File: config.mk
export PLATFORM = sky130hd
export DESIGN_NAME = periph_bus_fifo_flat
export DESIGN_NICKNAME = d
export VERILOG_FILES = /design/src/rtl/periph_bus_fifo_pkg.sv /design/src/rtl/periph_bus_fifo_if.sv /design/src/rtl/periph_bus_fifo_fifo.sv /design/src/rtl/periph_bus_fifo.sv /design/src/flat_wrapper.sv
export SDC_FILE = /design/constraint.sdc
export NUM_CORES = 1
export LEC_CHECK = 0
export ABC_AREA = 1
export CORE_MARGIN = 2
export CORE_UTILIZATION = 40
export DETAILED_ROUTE_END_ITERATION = 10
export GPL_ROUTABILITY_DRIVEN = 0
export PLACE_DENSITY_LB_ADDON = 0.08
export RECOVER_POWER = 25
export SYNTH_ARGS = -nofsm -noshare
export SYNTH_HDL_FRONTEND = slang
export SYNTH_SLANG_ARGS = --single-unit
File: constraint.sdc
create_clock -name clk -period 3.9 [get_ports clk]
set_clock_uncertainty 0.05 [all_clocks]
set_input_delay 1.17 -clock clk [delete_from_list [all_inputs] [get_ports clk]]
set_output_delay 1.17 -clock clk [all_outputs]
set_load 0.005 [all_outputs]
File: src/rtl/periph_bus_fifo_pkg.sv
// Shared constants for the peripheral bus block: register map,
// UART_CON bit positions and the TX sequencer state encoding.
package periph_pkg;

  localparam logic [31:0] ADDR_TH       = 32'h4000_0000;
  localparam logic [31:0] ADDR_TL       = 32'h4000_0004;
  localparam logic [31:0] ADDR_TCON     = 32'h4000_0008;
  localparam logic [31:0] ADDR_LED      = 32'h4000_000C;
  localparam logic [31:0] ADDR_SWITCH   = 32'h4000_0010;
  localparam logic [31:0] ADDR_DIGI     = 32'h4000_0014;
  localparam logic [31:0] ADDR_UART_TXD = 32'h4000_0018;
  localparam logic [31:0] ADDR_UART_RXD = 32'h4000_001C;
  localparam logic [31:0] ADDR_UART_CON = 32'h4000_0020;

  localparam int unsigned UCON_RX_IRQ_EN   = 0;
  localparam int unsigned UCON_TX_FULL     = 1;
  localparam int unsigned UCON_RX_NONEMPTY = 2;
  localparam int unsigned UCON_TX_EMPTY    = 3;
  localparam int unsigned UCON_RX_OVF      = 4;
  localparam int unsigned UCON_TX_OVF      = 5;

  typedef enum logic [1:0] {
    TX_IDLE,
    TX_SEND,
    TX_WAIT_BUSY,
    TX_WAIT_DONE
  } tx_state_e;

endpackage

File: src/rtl/periph_bus_fifo_if.sv
// Processor-side bus: read/write strobes, byte address, write data and
// combinational read data.
interface periph_bus_fifo_if;
  logic        rd;
  logic        wr;
  logic [31:0] addr;
  logic [31:0] wdata;
  logic [31:0] rdata;

  modport master (output rd, output wr, output addr, output wdata, input rdata);
  modport slave  (input rd, input wr, input addr, input wdata, output rdata);
endinterface

File: src/rtl/periph_bus_fifo_fifo.sv
// byte_fifo: power-of-two deep byte FIFO. A push into a full FIFO is
// accepted when a pop happens in the same cycle.
module byte_fifo #(
  parameter int unsigned DEPTH = 8
) (
  input  logic                     clk,
  input  logic                     reset,
  input  logic                     push,
  input  logic                     pop,
  input  logic [7:0]               din,
  output logic                     full,
  output logic                     empty,
  output logic [$clog2(DEPTH):0]   count,
  output logic [7:0]               head
);
  localparam int unsigned AW = $clog2(DEPTH);

  logic [7:0]    r_mem [DEPTH];
  logic [AW-1:0] r_wr_ptr;
  logic [AW-1:0] r_rd_ptr;
  logic [AW:0]   r_count;
  logic          w_pop;
  logic          w_push;

  assign full   = (r_count == (AW+1)'(DEPTH));
  assign empty  = (r_count == '0);
  assign count  = r_count;
  assign head   = r_mem[r_rd_ptr];
  assign w_pop  = pop & ~empty;
  assign w_push = push & (~full | w_pop);

  // Pointer and occupancy bookkeeping; pointers wrap naturally.
  always_ff @(posedge clk or negedge reset) begin
    if (!reset) begin
      r_wr_ptr <= '0;
      r_rd_ptr <= '0;
      r_count  <= '0;
    end else begin
      if (w_push) r_wr_ptr <= r_wr_ptr + 1'b1;
      if (w_pop)  r_rd_ptr <= r_rd_ptr + 1'b1;
      case ({w_push, w_pop})
        2'b10:   r_count <= r_count + 1'b1;
        2'b01:   r_count <= r_count - 1'b1;
        default: r_count <= r_count;
      endcase
    end
  end

  // Storage array, no reset needed.
  always_ff @(posedge clk) begin
    if (w_push) r_mem[r_wr_ptr] <= din;
  end
endmodule

File: src/rtl/periph_bus_fifo.sv
// periph_bus_fifo: memory-mapped timer, LED/switch/7-seg registers and a
// FIFO-buffered UART. Define PERIPH_UART_IRQ_EN to add the UART receive
// interrupt (UART_CON[0] enable) to irqout.
module periph_bus_fifo
  import periph_pkg::*;
#(
  parameter int unsigned FIFO_DEPTH = 8,
  parameter int unsigned LED_W      = 8,
  parameter int unsigned SW_W       = 8
) (
  input  logic                 clk,
  input  logic                 reset,
  periph_bus_fifo_if.slave     bus,
  output logic [LED_W-1:0]     led,
  input  logic [SW_W-1:0]      switch,
  output logic [11:0]          digi,
  output logic                 irqout,
  output logic [7:0]           tx_data,
  output logic                 tx_start,
  input  logic                 tx_busy,
  input  logic [7:0]           rx_data,
  input  logic                 rx_valid
);
  localparam int unsigned CW = $clog2(FIFO_DEPTH) + 1;

  logic [31:0]      r_th;
  logic [31:0]      r_tl;
  logic [2:0]       r_tcon;
  logic [LED_W-1:0] r_led;
  logic [11:0]      r_digi;
  logic             r_rx_ovf;
  logic             r_tx_ovf;
  tx_state_e        r_tx_state;
  logic             r_tx_start;
  logic [7:0]       r_tx_data;

  logic w_wr_th, w_wr_tl, w_wr_tcon, w_wr_led, w_wr_digi, w_wr_txd, w_wr_ucon;
  logic w_tx_pop, w_tx_full, w_tx_empty, w_tx_ovf_evt;
  logic w_rx_pop, w_rx_full, w_rx_empty, w_rx_ovf_evt;
  logic [CW-1:0] w_tx_count, w_rx_count;
  logic [7:0]    w_tx_head, w_rx_head;
  logic          w_rx_irq_en;
  logic [31:0]   w_ucon;

  assign w_wr_th   = bus.wr && (bus.addr == ADDR_TH);
  assign w_wr_tl   = bus.wr && (bus.addr == ADDR_TL);
  assign w_wr_tcon = bus.wr && (bus.addr == ADDR_TCON);
  assign w_wr_led  = bus.wr && (bus.addr == ADDR_LED);
  assign w_wr_digi = bus.wr && (bus.addr == ADDR_DIGI);
  assign w_wr_txd  = bus.wr && (bus.addr == ADDR_UART_TXD);
  assign w_wr_ucon = bus.wr && (bus.addr == ADDR_UART_CON);
  assign w_rx_pop  = bus.rd && (bus.addr == ADDR_UART_RXD);
  assign w_tx_pop  = (r_tx_state == TX_SEND);

  // A push into a full FIFO only overflows when no pop frees a slot.
  assign w_tx_ovf_evt = w_wr_txd & w_tx_full & ~w_tx_pop;
  assign w_rx_ovf_evt = rx_valid & w_rx_full & ~w_rx_pop;

  byte_fifo #(.DEPTH(FIFO_DEPTH)) u_tx_fifo (
    .clk(clk), .reset(reset), .push(w_wr_txd), .pop(w_tx_pop),
    .din(bus.wdata[7:0]), .full(w_tx_full), .empty(w_tx_empty),
    .count(w_tx_count), .head(w_tx_head)
  );

  byte_fifo #(.DEPTH(FIFO_DEPTH)) u_rx_fifo (
    .clk(clk), .reset(reset), .push(rx_valid), .pop(w_rx_pop),
    .din(rx_data), .full(w_rx_full), .empty(w_rx_empty),
    .count(w_rx_count), .head(w_rx_head)
  );

  // Timer: free-running TL with reload from TH; bus writes win.
  always_ff @(posedge clk or negedge reset) begin
    if (!reset) begin
      r_th   <= '0;
      r_tl   <= '0;
      r_tcon <= '0;
    end else begin
      if (w_wr_th) r_th <= bus.wdata;
      if (w_wr_tl) r_tl <= bus.wdata;
      else if (r_tcon[0]) r_tl <= (r_tl == '1) ? r_th : r_tl + 32'd1;
      if (w_wr_tcon) r_tcon <= bus.wdata[2:0];
      else if (r_tcon[0] && r_tcon[1] && (r_tl == '1) && !w_wr_tl) r_tcon[2] <= 1'b1;
    end
  end

  // LED and 7-segment output registers.
  always_ff @(posedge clk or negedge reset) begin
    if (!reset) begin
      r_led  <= '0;
      r_digi <= '0;
    end else begin
      if (w_wr_led)  r_led  <= bus.wdata[LED_W-1:0];
      if (w_wr_digi) r_digi <= bus.wdata[11:0];
    end
  end

  // Sticky overflow flags; a new overflow beats a same-cycle W1C.
  always_ff @(posedge clk or negedge reset) begin
    if (!reset) begin
      r_rx_ovf <= 1'b0;
      r_tx_ovf <= 1'b0;
    end else begin
      if (w_rx_ovf_evt) r_rx_ovf <= 1'b1;
      else if (w_wr_ucon && bus.wdata[UCON_RX_OVF]) r_rx_ovf <= 1'b0;
      if (w_tx_ovf_evt) r_tx_ovf <= 1'b1;
      else if (w_wr_ucon && bus.wdata[UCON_TX_OVF]) r_tx_ovf <= 1'b0;
    end
  end

`ifdef PERIPH_UART_IRQ_EN
  logic r_rx_irq_en;

  // Receive interrupt enable, written through UART_CON[0].
  always_ff @(posedge clk or negedge reset) begin
    if (!reset)         r_rx_irq_en <= 1'b0;
    else if (w_wr_ucon) r_rx_irq_en <= bus.wdata[UCON_RX_IRQ_EN];
  end

  assign w_rx_irq_en = r_rx_irq_en;
  assign irqout      = r_tcon[2] | (r_rx_irq_en & ~w_rx_empty);
`else
  assign w_rx_irq_en = 1'b0;
  assign irqout      = r_tcon[2];
`endif

  // TX sequencer: one-cycle start strobe, data held until the line is idle.
  always_ff @(posedge clk or negedge reset) begin
    if (!reset) begin
      r_tx_state <= TX_IDLE;
      r_tx_start <= 1'b0;
      r_tx_data  <= '0;
    end else begin
      case (r_tx_state)
        TX_IDLE: begin
          if ((w_tx_count != '0) && !tx_busy) begin
            r_tx_state <= TX_SEND;
            r_tx_start <= 1'b1;
            r_tx_data  <= w_tx_head;
          end
        end
        TX_SEND: begin
          r_tx_start <= 1'b0;
          r_tx_state <= TX_WAIT_BUSY;
        end
        TX_WAIT_BUSY: if (tx_busy)  r_tx_state <= TX_WAIT_DONE;
        TX_WAIT_DONE: if (!tx_busy) r_tx_state <= TX_IDLE;
        default: r_tx_state <= TX_IDLE;
      endcase
    end
  end

  assign tx_start = r_tx_start;
  assign tx_data  = r_tx_data;
  assign led      = r_led;
  assign digi     = r_digi;

  assign w_ucon = {16'b0, 8'(w_rx_count), 2'b00, r_tx_ovf, r_rx_ovf,
                   w_tx_empty, ~w_rx_empty, w_tx_full, w_rx_irq_en};

  // Combinational read mux; zero when idle or unmapped.
  always_comb begin
    bus.rdata = '0;
    if (bus.rd) begin
      case (bus.addr)
        ADDR_TH:       bus.rdata = r_th;
        ADDR_TL:       bus.rdata = r_tl;
        ADDR_TCON:     bus.rdata = {29'b0, r_tcon};
        ADDR_LED:      bus.rdata = 32'(r_led);
        ADDR_SWITCH:   bus.rdata = 32'(switch);
        ADDR_DIGI:     bus.rdata = {20'b0, r_digi};
        ADDR_UART_RXD: bus.rdata = w_rx_empty ? '0 : {24'b0, w_rx_head};
        ADDR_UART_CON: bus.rdata = w_ucon;
        default:       bus.rdata = '0;
      endcase
    end
  end
endmodule

File: src/flat_wrapper.sv
// flat-port wrapper written by rule: the top's interface ports become plain ports
module periph_bus_fifo_flat import periph_pkg::*;
#(
  parameter int unsigned FIFO_DEPTH = 8,
  parameter int unsigned LED_W      = 8,
  parameter int unsigned SW_W       = 8
)
  (clk, reset, led, switch, digi, irqout, tx_data, tx_start, tx_busy, rx_data, rx_valid, bus_rd, bus_wr, bus_addr, bus_wdata, bus_rdata);
  periph_bus_fifo_if bus_i ();
  input  logic clk;
  input  logic reset;
  output logic [LED_W-1:0] led;
  input  logic [SW_W-1:0] switch;
  output logic [11:0] digi;
  output logic irqout;
  output logic [7:0] tx_data;
  output logic tx_start;
  input  logic tx_busy;
  input  logic [7:0] rx_data;
  input  logic rx_valid;
  input wire logic [$bits(bus_i.rd)-1:0] bus_rd;
  input wire logic [$bits(bus_i.wr)-1:0] bus_wr;
  input wire logic [$bits(bus_i.addr)-1:0] bus_addr;
  input wire logic [$bits(bus_i.wdata)-1:0] bus_wdata;
  output wire logic [$bits(bus_i.rdata)-1:0] bus_rdata;
  assign bus_i.rd = bus_rd;
  assign bus_i.wr = bus_wr;
  assign bus_i.addr = bus_addr;
  assign bus_i.wdata = bus_wdata;
  assign bus_rdata = bus_i.rdata;
  periph_bus_fifo #(.FIFO_DEPTH(FIFO_DEPTH), .LED_W(LED_W), .SW_W(SW_W)) u_core (.clk(clk), .reset(reset), .bus(bus_i), .led(led), .switch(switch), .digi(digi), .irqout(irqout), .tx_data(tx_data), .tx_start(tx_start), .tx_busy(tx_busy), .rx_data(rx_data), .rx_valid(rx_valid));
endmodule
Word-level counts from Yosys, hierarchy flattened
Memories as Yosys holds them, arrays and structs flattened. A register that Yosys moved wholly into a read port is not among the register bits.
Index checks and enable logic that the tools add are counted.
{"block": "classes", "bitwise_logic": 16, "mux": 24, "reduce_logical": 31, "add_sub_neg": 9, "eq_ne": 22}
{"cell": "$eq 32x31->1 const B", "count": 9}
{"cell": "$pmux 32 s8", "count": 1}
{"cell": "$mux 32", "count": 4}
{"cell": "$add 32x1->32 const B", "count": 1}
{"cell": "$eq 32x32->1 const B", "count": 1}
{"cell": "$pmux 4 s2", "count": 2}
{"cell": "$logic_and 1x1->1", "count": 14}
{"cell": "$reduce_bool 2->1", "count": 7}
{"cell": "$add 3x1->3 const B", "count": 4}
{"cell": "$mux 1", "count": 11}
{"cell": "$add 4x1->4 const B", "count": 2}
{"cell": "$and 1x1->1", "count": 8}
{"cell": "$eq 2x2->1 const B", "count": 4}
{"cell": "$eq 4x4->1 const B", "count": 2}
{"cell": "$logic_not 4->1", "count": 2}
{"cell": "$mux 8", "count": 1}
{"cell": "$pmux 2 s4", "count": 1}
{"cell": "$sub 4x1->4 const B", "count": 2}
{"cell": "$eq 2x1->1 const B", "count": 3}
{"cell": "$mux 2", "count": 3}
{"cell": "$not 1->1", "count": 6}
{"cell": "$ne 2x2->1 const B", "count": 2}
{"cell": "$reduce_and 2->1", "count": 2}
{"cell": "$reduce_bool 4->1", "count": 1}
{"cell": "6 further kinds", "count": 9}
{"block": "totals", "register_bits": 112, "ram_bits": 128, "out_inout_bits": 62, "mem_count": 2, "in_bits": 86}
{"name": "u_core.u_rx_fifo.r_mem", "depth": 8, "width": 8, "read_ports": 1, "rd_clocked_by_memory_dff": 0, "write_ports": 1, "line_no": "periph_bus_fifo_fifo.sv:18", "text": "logic [7:0] r_mem [DEPTH];"}
{"name": "u_core.u_tx_fifo.r_mem", "depth": 8, "width": 8, "read_ports": 1, "rd_clocked_by_memory_dff": 1, "write_ports": 1, "line_no": "periph_bus_fifo_fifo.sv:18"}

Depth between registers and ports, before layout
Gate-level depths: netlist of the first run.
{"block": "logic_depth", "ltp_word": 7, "mapped_depth": 18, "depth_no_buf": 18}

Cells and area by module
Synthesis of the first run repeated with hierarchy kept, for this count alone.
{"block": "unflattened", "cells_unflattened": 1481, "hier_area_um2": 12873.6}
{"mod": "periph_bus_fifo", "instances": 1, "seq_area_each_um2": 2502.4, "area_per_inst_um2": 6623.9, "cells_per_inst": 972}
{"mod": "byte_fifo (u_core.u_rx_fifo)", "instances": 1, "seq_area_each_um2": 2172.1, "area_per_inst_um2": 3128.0, "cells_per_inst": 254}
{"mod": "byte_fifo (u_core.u_tx_fifo)", "instances": 1, "seq_area_each_um2": 2172.1, "area_per_inst_um2": 3121.7, "cells_per_inst": 255}

Least setup slack after synthesis of the first run
Ideal clock, no wire load.
{"block": "synth_path", "path_type": "in2out", "from": "input bus_addr[23]", "to": "output bus_rdata[21]", "path_buffers": 1, "path_stages": 10, "t_arrival_ns": 2.344, "slack_ns": 0.336, "t_required_ns": 2.680, "cell_sequence": "nor2_1 nand2_1 nor2_1 nand2_2 nor2_4 nand2_4 nor2_8 clkbuf_1 nand2_1 a21oi_2"}
{"block": "synth_via", "elab_chain_len": 3}
{"element": "start: declaration", "line_no": "flat_wrapper.sv:23", "text": "input wire logic [$bits(bus_i.addr)-1:0] bus_addr;"}
{"element": "$eq 32x31->1", "line_no": "periph_bus_fifo.sv:164", "text": "case (bus.addr)"}
{"element": "$pmux 32 s8 *", "line_no": "periph_bus_fifo.sv:164"}
{"element": "$mux 32 *", "line_no": "periph_bus_fifo.sv:163", "text": "if (bus.rd) begin"}
{"element": "end: declaration", "line_no": "flat_wrapper.sv:25", "text": "output wire logic [$bits(bus_i.rdata)-1:0] bus_rdata;"}
Every way passes the cells marked *; elsewhere a longest branch is shown, timed or not.

Worst setup path after layout of the first run
{"block": "layout_path", "from": "input bus_addr[23]", "to": "output bus_rdata[24]"}
Same word-level chain as after synthesis.

==> flow_metrics.tcl, run 1 <==
set metrics [dict create \
    arrival_ns 2.80 \
    worstMarginPinSlew_ns 1.55 \
    setup_viol 25 \
    dpl.cell_count 2024 \
    crit_type "input pin to output port" \
    synth_area_mm2 0.0128 \
    clk_path_buf_depth 3 \
    cp-start-kind "input pin" \
    powerDensity_mw_per_mm2 410 \
    cts.sinks 248 \
    ys_warn_count 0 \
    grt_max_degree 67 \
    clk_pin_slew_ns 0.06 \
    syn_avg_cell_area_um2 8.93 \
    cts_hold_buffers 0 \
    vias 11200 \
    grt_pass1_vias 10900 \
    drt_pre_antenna_iters 5 \
    drtIter0Drc 985 \
    critPathRequiredTime_ns 2.68 \
    clk_latency_ns 0.55 \
    synth_seq_cells 248 \
    rsz0062_at_grt "yes" \
    slew_headroom -0.0356 \
    rrSetupSlack_ns 1.28 \
    worst_hold_path_type "register to register" \
    fin_nets 1810 \
    ir_drop_mv 0.353 \
    yosysUniqueCellTypes 48 \
    fin_ws_ns -0.123 \
    hpwlAfterDp_mm 26.8 \
    placed_area_mm2 0.0153 \
    overflow 0 \
    async_flop_share 0.484 \
    synth_flop_cell "edfxtp_1" \
    final_area_mm2 0.0172 \
    drv_cap 2 \
    fillCellCount 2862 \
    period_minus_slack_ns 4.02 \
    timing.final.hold_violations 0 \
    drive_gt1_frac 0.261 \
    status "finished with violations" \
    finalMaxSlewViolations 123 \
    start_util 0.406 \
    crit_path_max_fanout 5 \
    dieArea_mm2 0.0334 \
    fin_cells 2133 \
    core_area_mm2 0.0315 \
    crit_path_end_kind "output port" \
    synth.net_count 1532 \
    drtAntennaViolNets 0 \
    mostFrequentLayoutCell "nand2_1" \
    netlist_instances 1431 \
    cts_made_buffers 28 \
    leakage_nw 7.43 \
    h-tree-depth 1 \
    synth_seq_area_share 0.536 \
    clk_root_buffer_cell "clkbuf_16" \
    routedWlPerCell_um 18.7 \
    antenna_found_initial 0 \
    die_h_um 183 \
    wl_mm 39.9 \
    antenna_cells 0 \
    period_share 1.03 \
    final_cell_mix "nand2_1, nor2_1, edfxtp_1" \
    numPortBuffers 147 \
    die_w_um 183 \
    cts_tree "yes" \
    synthToLayoutAreaGrowth_pct 34.9 \
    grt_usage 0.238 \
    failed_checks "capacitance limit, slew limit, setup timing" \
    fmax_ghz 0.249 \
    rows 65 \
    io_pins 148 \
    synth_edf_count 128 \
    drc 0 \
    vias_per_cell 5.23 \
    grt_pass1_wl_mm 61.8 \
]
sequential cells by signal, indices dropped and copies added (netlist names):
signal                     count
u_core.u_tx_fifo.r_wr_ptr      3
u_core.led                     8
u_core.u_tx_fifo.count         4
u_core.digi                   12
u_core.u_rx_fifo.r_mem        64
u_core.tx_start                1
u_core.u_rx_fifo.count         4
u_core.r_tcon                  3
u_core.r_th                   32
u_core.r_rx_ovf                1
u_core.r_tx_state              2
u_core.tx_data                 8
u_core.r_tl                   32
u_core.r_tx_ovf                1
u_core.u_tx_fifo.r_rd_ptr      3
u_core.u_rx_fifo.r_rd_ptr      3
u_core.u_tx_fifo.r_mem        64
u_core.u_rx_fifo.r_wr_ptr      3
area by class of cell:
class / instances / area [um2] / area share
Clock buffer: 38 / 769 / 0.0446
Clock inverter: 14 / 119 / 0.00689
Inverter: 136 / 538 / 0.0312
Multi-Input combinational cell: 998 / 5660 / 0.328
Sequential cell: 248 / 6850 / 0.397
Tap cell: 402 / 503 / 0.0292
Timing Repair Buffer: 297 / 2810 / 0.163
logic make-up (layout without fill, tap and decap cells):
kind of cell,Yosys count,after routing,share of synthesized area
fa+ha+maj,15,15,0.0153
mux,13,13,0.0144
simple gates,690,690,0.232
buf+inv,185,485,0.0630
xor+xnor,30,30,0.0206
flops,248,248,0.536
compound gates,250,250,0.119
where the power goes:
| group | internal [mW] | leakage [nW] | switching (mW) |
|---|---|---|---|
| logic | 0.538 | 4.27 | 0.812 |
| registers | 2.99 | 2.74 | 0.161 |
| clock network | 1.51 | 0.430 | 1.06 |
| total | 5.03 | 7.43 | 2.03 |
routing by layer:
metal	up-vias	GRT usage	part of all wire
met5	-	0	0
met4	0	0.0548	0.022
met3	52	0.0369	0.053
met2	323	0.392	0.47
met1	5392	0.333	0.46
li1	5387	-	-
through the flow:
| stage | power, mW | setup TNS, ns | setup WS (ns) | utilization | hold slack [ns] |
|---|---|---|---|---|---|
| 3_5_place_dp | 4.54 | -24.41 | -0.822 | 0.485 | 0.423 |
| 5_1_grt | 7.42 | -5.59 | -0.248 | 0.548 | 0.455 |
| 4_1_cts | 7.11 | -2.33 | -0.147 | 0.536 | 0.440 |
| 2_1_floorplan | 3.93 | 0 | 0.336 | - | 0.403 |
| 3_3_place_gp | 4.51 | -24.63 | -0.881 | 0.485 | 0.419 |
| 6_report | 7.07 | -1.91 | -0.123 | 0.548 | 0.434 |
cells in the mapped netlist (8+ instances only):
| cell type | count | area share |
|---|---|---|
| nand4_1 | 16 | 0.0078 |
| nand3_1 | 79 | 0.031 |
| edfxtp_1 | 128 | 0.30 |
| inv_1 | 118 | 0.035 |
| buf_2 | 11 | 0.0043 |
| o211ai_1 | 8 | 0.0047 |
| clkbuf_1 | 25 | 0.0073 |
| xor2_1 | 24 | 0.016 |
| nand2_1 | 365 | 0.11 |
| o221ai_1 | 14 | 0.0096 |
| nor3_1 | 24 | 0.0094 |
| mux2_4 | 10 | 0.012 |
| a21oi_2 | 16 | 0.011 |
| a21oi_1 | 23 | 0.0090 |
| o21ai_0 | 143 | 0.056 |
| dfrtp_1 | 120 | 0.23 |
| nor2_1 | 163 | 0.048 |
| inv_2 | 13 | 0.0038 |
| o22ai_1 | 24 | 0.012 |
| ha_1 | 14 | 0.014 |
| buf_6 | 11 | 0.0097 |
final timing paths:
check / from / to / depth (start not counted)
worst max register to register: u_core.u_tx_fifo.count[1] / u_core.u_tx_fifo.count[3] / 13
worst min register to register: u_core.tx_data[4] / u_core.tx_data[4] / 2
min in group asynchronous: reset / u_core.tx_data[6] / 1
worst min-delay path: u_core.tx_data[4] / u_core.tx_data[4] / 2
worst max-delay path: bus_addr[23] / bus_rdata[24] / 15
max in group asynchronous: reset / u_core.r_tl[3] / 2
worst max-delay path: stages:
cell and delay (ns):
buf_6 0.10, nor2_4 0.09, nand2_2 0.06, nor2_2 0.12, nand2_2 0.12, nor2_4 0.13, nand2_4 0.08, inv_4 0.07
nand2_4 0.05, inv_4 0.07, buf_12 0.11, bufbuf_16 0.26, nand2_2 0.07, a21oi_4 0.15, buf_2 0.13
what timing repair did:
item | CTS | global route
endpoints found under the setup margin | 32 | 32
gates resized for setup | 363 | 113
setup buffers | 47 | 10
pin swaps | 62 | 57
gates cloned | 6 | 0
No activity file was read; power rests on OpenSTA's default activity.
==> inputs of run 2 (changes only) <==
Settings changed: ABC_AREA 1 to default.
==> run 2 against run 1 <==
  * The flow finishes with violations (setup timing)
  * First-iteration DRC count decreased by 30%
  * Critical path depth decreased by 3
  * Flip-flop and latch count unchanged
  * Worst hold slack improved by 0.0062 ns
  * Final cell count decreased by 25%
  * Final area decreased by 6.5%
  * Register-to-register slack got worse by 0.15 ns
  * Area after synthesis decreased by 8.1%
  * Clock-buffer cell count decreased by 8
  * Non-clock buffer count decreased by 3
  * Via count decreased by 20%
  * Sequential power increased by 3%
==> flow_metrics.tcl, run 2 <==
set metrics [dict create \
    failed_checks "setup timing" \
    drv_cap 0 \
    synth_seq_area_share 0.583 \
    rows 62 \
    r2r_start "u_core.r_tl[3]" \
    synth_top_area_cell "edfxtp_1" \
    antenna_cells 0 \
    worstMarginPinSlew_ns 1.44 \
    crit_path_max_fanout 6 \
    synth_common_cells "edfxtp_1, dfrtp_1, nor2_1" \
    clk_path_buf_depth 3 \
    dieArea_mm2 0.0307 \
    ys_top_cells_by_area "edfxtp_1, dfrtp_1, mux4_2" \
    grt_max_degree 48 \
    hold_ws_ns 0.440 \
    routedWlPerCell_um 21.0 \
    status "finished with violations" \
    finalMaxSlewViolations 0 \
    fillCellCount 2431 \
    mostFrequentLayoutCell "edfxtp_1" \
    drive_gt1_frac 0.314 \
    synth_edf_count 128 \
    hold_depth 1 \
    numPortBuffers 147 \
    h-tree-depth 1 \
    cts_tree "yes" \
    synth_area_mm2 0.0117 \
    ys_warn_count 0 \
    core_area_mm2 0.0288 \
    fmax_ghz 0.218 \
    grt_pass1_wl_mm 52.3 \
    cts.sinks 248 \
    vias_per_cell 5.59 \
    final_cell_mix "edfxtp_1, dfrtp_1, buf_4" \
    wl_mm 33.5 \
    leakage_nw 6.35 \
    io_pins 148 \
    cp-start-kind "input pin" \
    rrSetupSlack_ns 1.13 \
    drt_pre_antenna_iters 5 \
    cts_made_buffers 28 \
    cts_hold_buffers 0 \
    r2r_cells 6 \
    ir_drop_mv 0.396 \
    start_util 0.408 \
    yosysUniqueCellTypes 58 \
    synth.most_common_cell "edfxtp_1" \
    die_w_um 175 \
    clk_pin_slew_ns 0.06 \
    rsz0062_at_grt "yes" \
    crit_path_end_kind "output port" \
    grt_pass1_vias 9190 \
    powerDensity_mw_per_mm2 443 \
    setup_viol 32 \
    period_minus_slack_ns 4.59 \
    overflow 0 \
    slew_headroom 0.0382 \
    arrival_ns 3.37 \
    die_h_um 175 \
    dpl.cell_count 1491 \
    drtAntennaViolNets 0 \
    antenna_found_initial 0 \
    worst_hold_path_type "register to register" \
    fin_cells 1594 \
    p_total_mw 7.15 \
    grt_usage 0.219 \
    synth_seq_cells 248 \
    synth_flop_cell "edfxtp_1" \
    vias 8908 \
    crit_type "input pin to output port" \
    netlist_instances 917 \
    hp-start "u_core.u_tx_fifo.r_wr_ptr[2]" \
    top_regs "u_core.u_rx_fifo.r_mem x64, u_core.u_tx_fifo.r_mem x64" \
    synthToLayoutAreaGrowth_pct 37.4 \
    multi_input_area_mm2 0.00508 \
    synth_top_area_frac 0.327 \
    critPathRequiredTime_ns 2.68 \
    fin_nets 1289 \
    place_ws_ns -1.33 \
    period_share 1.18 \
    clk_latency_ns 0.55 \
    syn_avg_cell_area_um2 12.8 \
    clk_root_buffer_cell "clkbuf_16" \
    worstReg2RegEnd "u_core.r_tl[28]" \
    drc 0 \
    synth.net_count 1018 \
    hpwlAfterDp_mm 22.8 \
    fin_ws_ns -0.685 \
    hold_end "u_core.u_tx_fifo.r_wr_ptr[2]" \
    drtIter0Drc 685 \
    regArea_mm2 0.00685 \
    timing.final.hold_violations 0 \
    async_flop_share 0.484 \
]
==> run 2: changes by cell type in the layout (fill, tap and decap cells not counted), moves of 30 or more <==
| cell | previous run | this run |
|---|---|---|
| o21ai_0 | 124 | 25 |
| mux2_2 | 3 | 43 |
| nand3_1 | 77 | 24 |
| mux4_2 | 0 | 32 |
| a22oi_1 | 1 | 31 |
| mux2_1 | 0 | 30 |
| nand2_1 | 324 | 60 |
| nor2_1 | 138 | 58 |
| nand2_2 | 34 | 0 |
| inv_1 | 108 | 13 |
==> run 2: logic make-up (layout without fill, tap and decap cells) <==
| group | count (synthesis) | after routing | share of synthesized area |
|---|---|---|---|
| buffers and inverters | 68 | 359 | 0.0252 |
| xor gates and xnor gates | 16 | 16 | 0.0119 |
| muxes | 120 | 120 | 0.144 |
| AOI/OAI and AO/OA | 173 | 174 | 0.0974 |
| and+or+nand+nor | 277 | 278 | 0.121 |
| adders and majority gates | 15 | 15 | 0.0166 |
| DFF | 248 | 248 | 0.583 |
==> run 2: worst max path at each step <==
stage                      start             to  slack [ns]
finish              bus_addr[16]  bus_rdata[29]       -0.69
global route        bus_addr[16]  bus_rdata[29]       -0.77
CTS                 bus_addr[18]  bus_rdata[10]       -0.71
detailed placement  bus_addr[12]   bus_rdata[6]       -1.33
global placement    bus_addr[12]   bus_rdata[6]       -1.36
floorplan           bus_addr[20]   bus_rdata[6]       -0.16
==> run 2: layout make-up <==
type	instances	area share
Timing Repair Buffer	294	0.169
Multi-Input combinational cell	603	0.315
Inverter	13	0.00303
Clock inverter	22	0.0135
Tap cell	384	0.0298
Clock buffer	30	0.0452
Sequential cell	248	0.424
==> run 2: critical path, stage by stage <==
cell	delay (ns)
buf_6	0.09
or4_4	0.54
or2_4	0.29
buf_6	0.12
nor4_4	0.24
buf_6	0.17
o21ai_4	0.08
buf_12	0.18
buf_12	0.14
buf_8	0.12
nor2_4	0.08
buf_2	0.12
==> run 2: what timing repair did <==
| action | in CTS | in global routing |
|---|---|---|
| resized for setup | 231 | 33 |
| pin swaps | 42 | 21 |
| endpoints found under the setup margin | 33 | 32 |
| cloned | 5 | 0 |
| setup buffers | 40 | 10 |
==> run 2: power breakdown <==
part	total (mW)	switching [mW]	internal, mW
logic	1.21	0.538	0.670
clock network	2.70	1.08	1.62
registers	3.24	0.244	3.00
total	7.15	1.87	5.28
==> run 2: per-stage QoR <==
| step | util | cell area (um2) | TNS (ns) |
|---|---|---|---|
| after floorplan | - | 12000 | -3.50 |
| after global placement | 0.506 | 14600 | -64.09 |
| after detailed placement | 0.506 | 14600 | -62.98 |
| after CTS | 0.555 | 16000 | -20.83 |
| after global routing | 0.560 | 16100 | -22.23 |
| final | 0.560 | 16100 | -19.62 |
==> run 2: routing by layer <==
| metal | vias to the layer above | global-route usage | wire length (um) |
|---|---|---|---|
| li1 | 4102 | - | - |
| met1 | 4509 | 0.317 | 15500 |
| met2 | 257 | 0.351 | 15700 |
| met3 | 40 | 0.0316 | 1760 |
| met4 | 0 | 0.0524 | 565 |
| met5 | - | 0 | 0 |
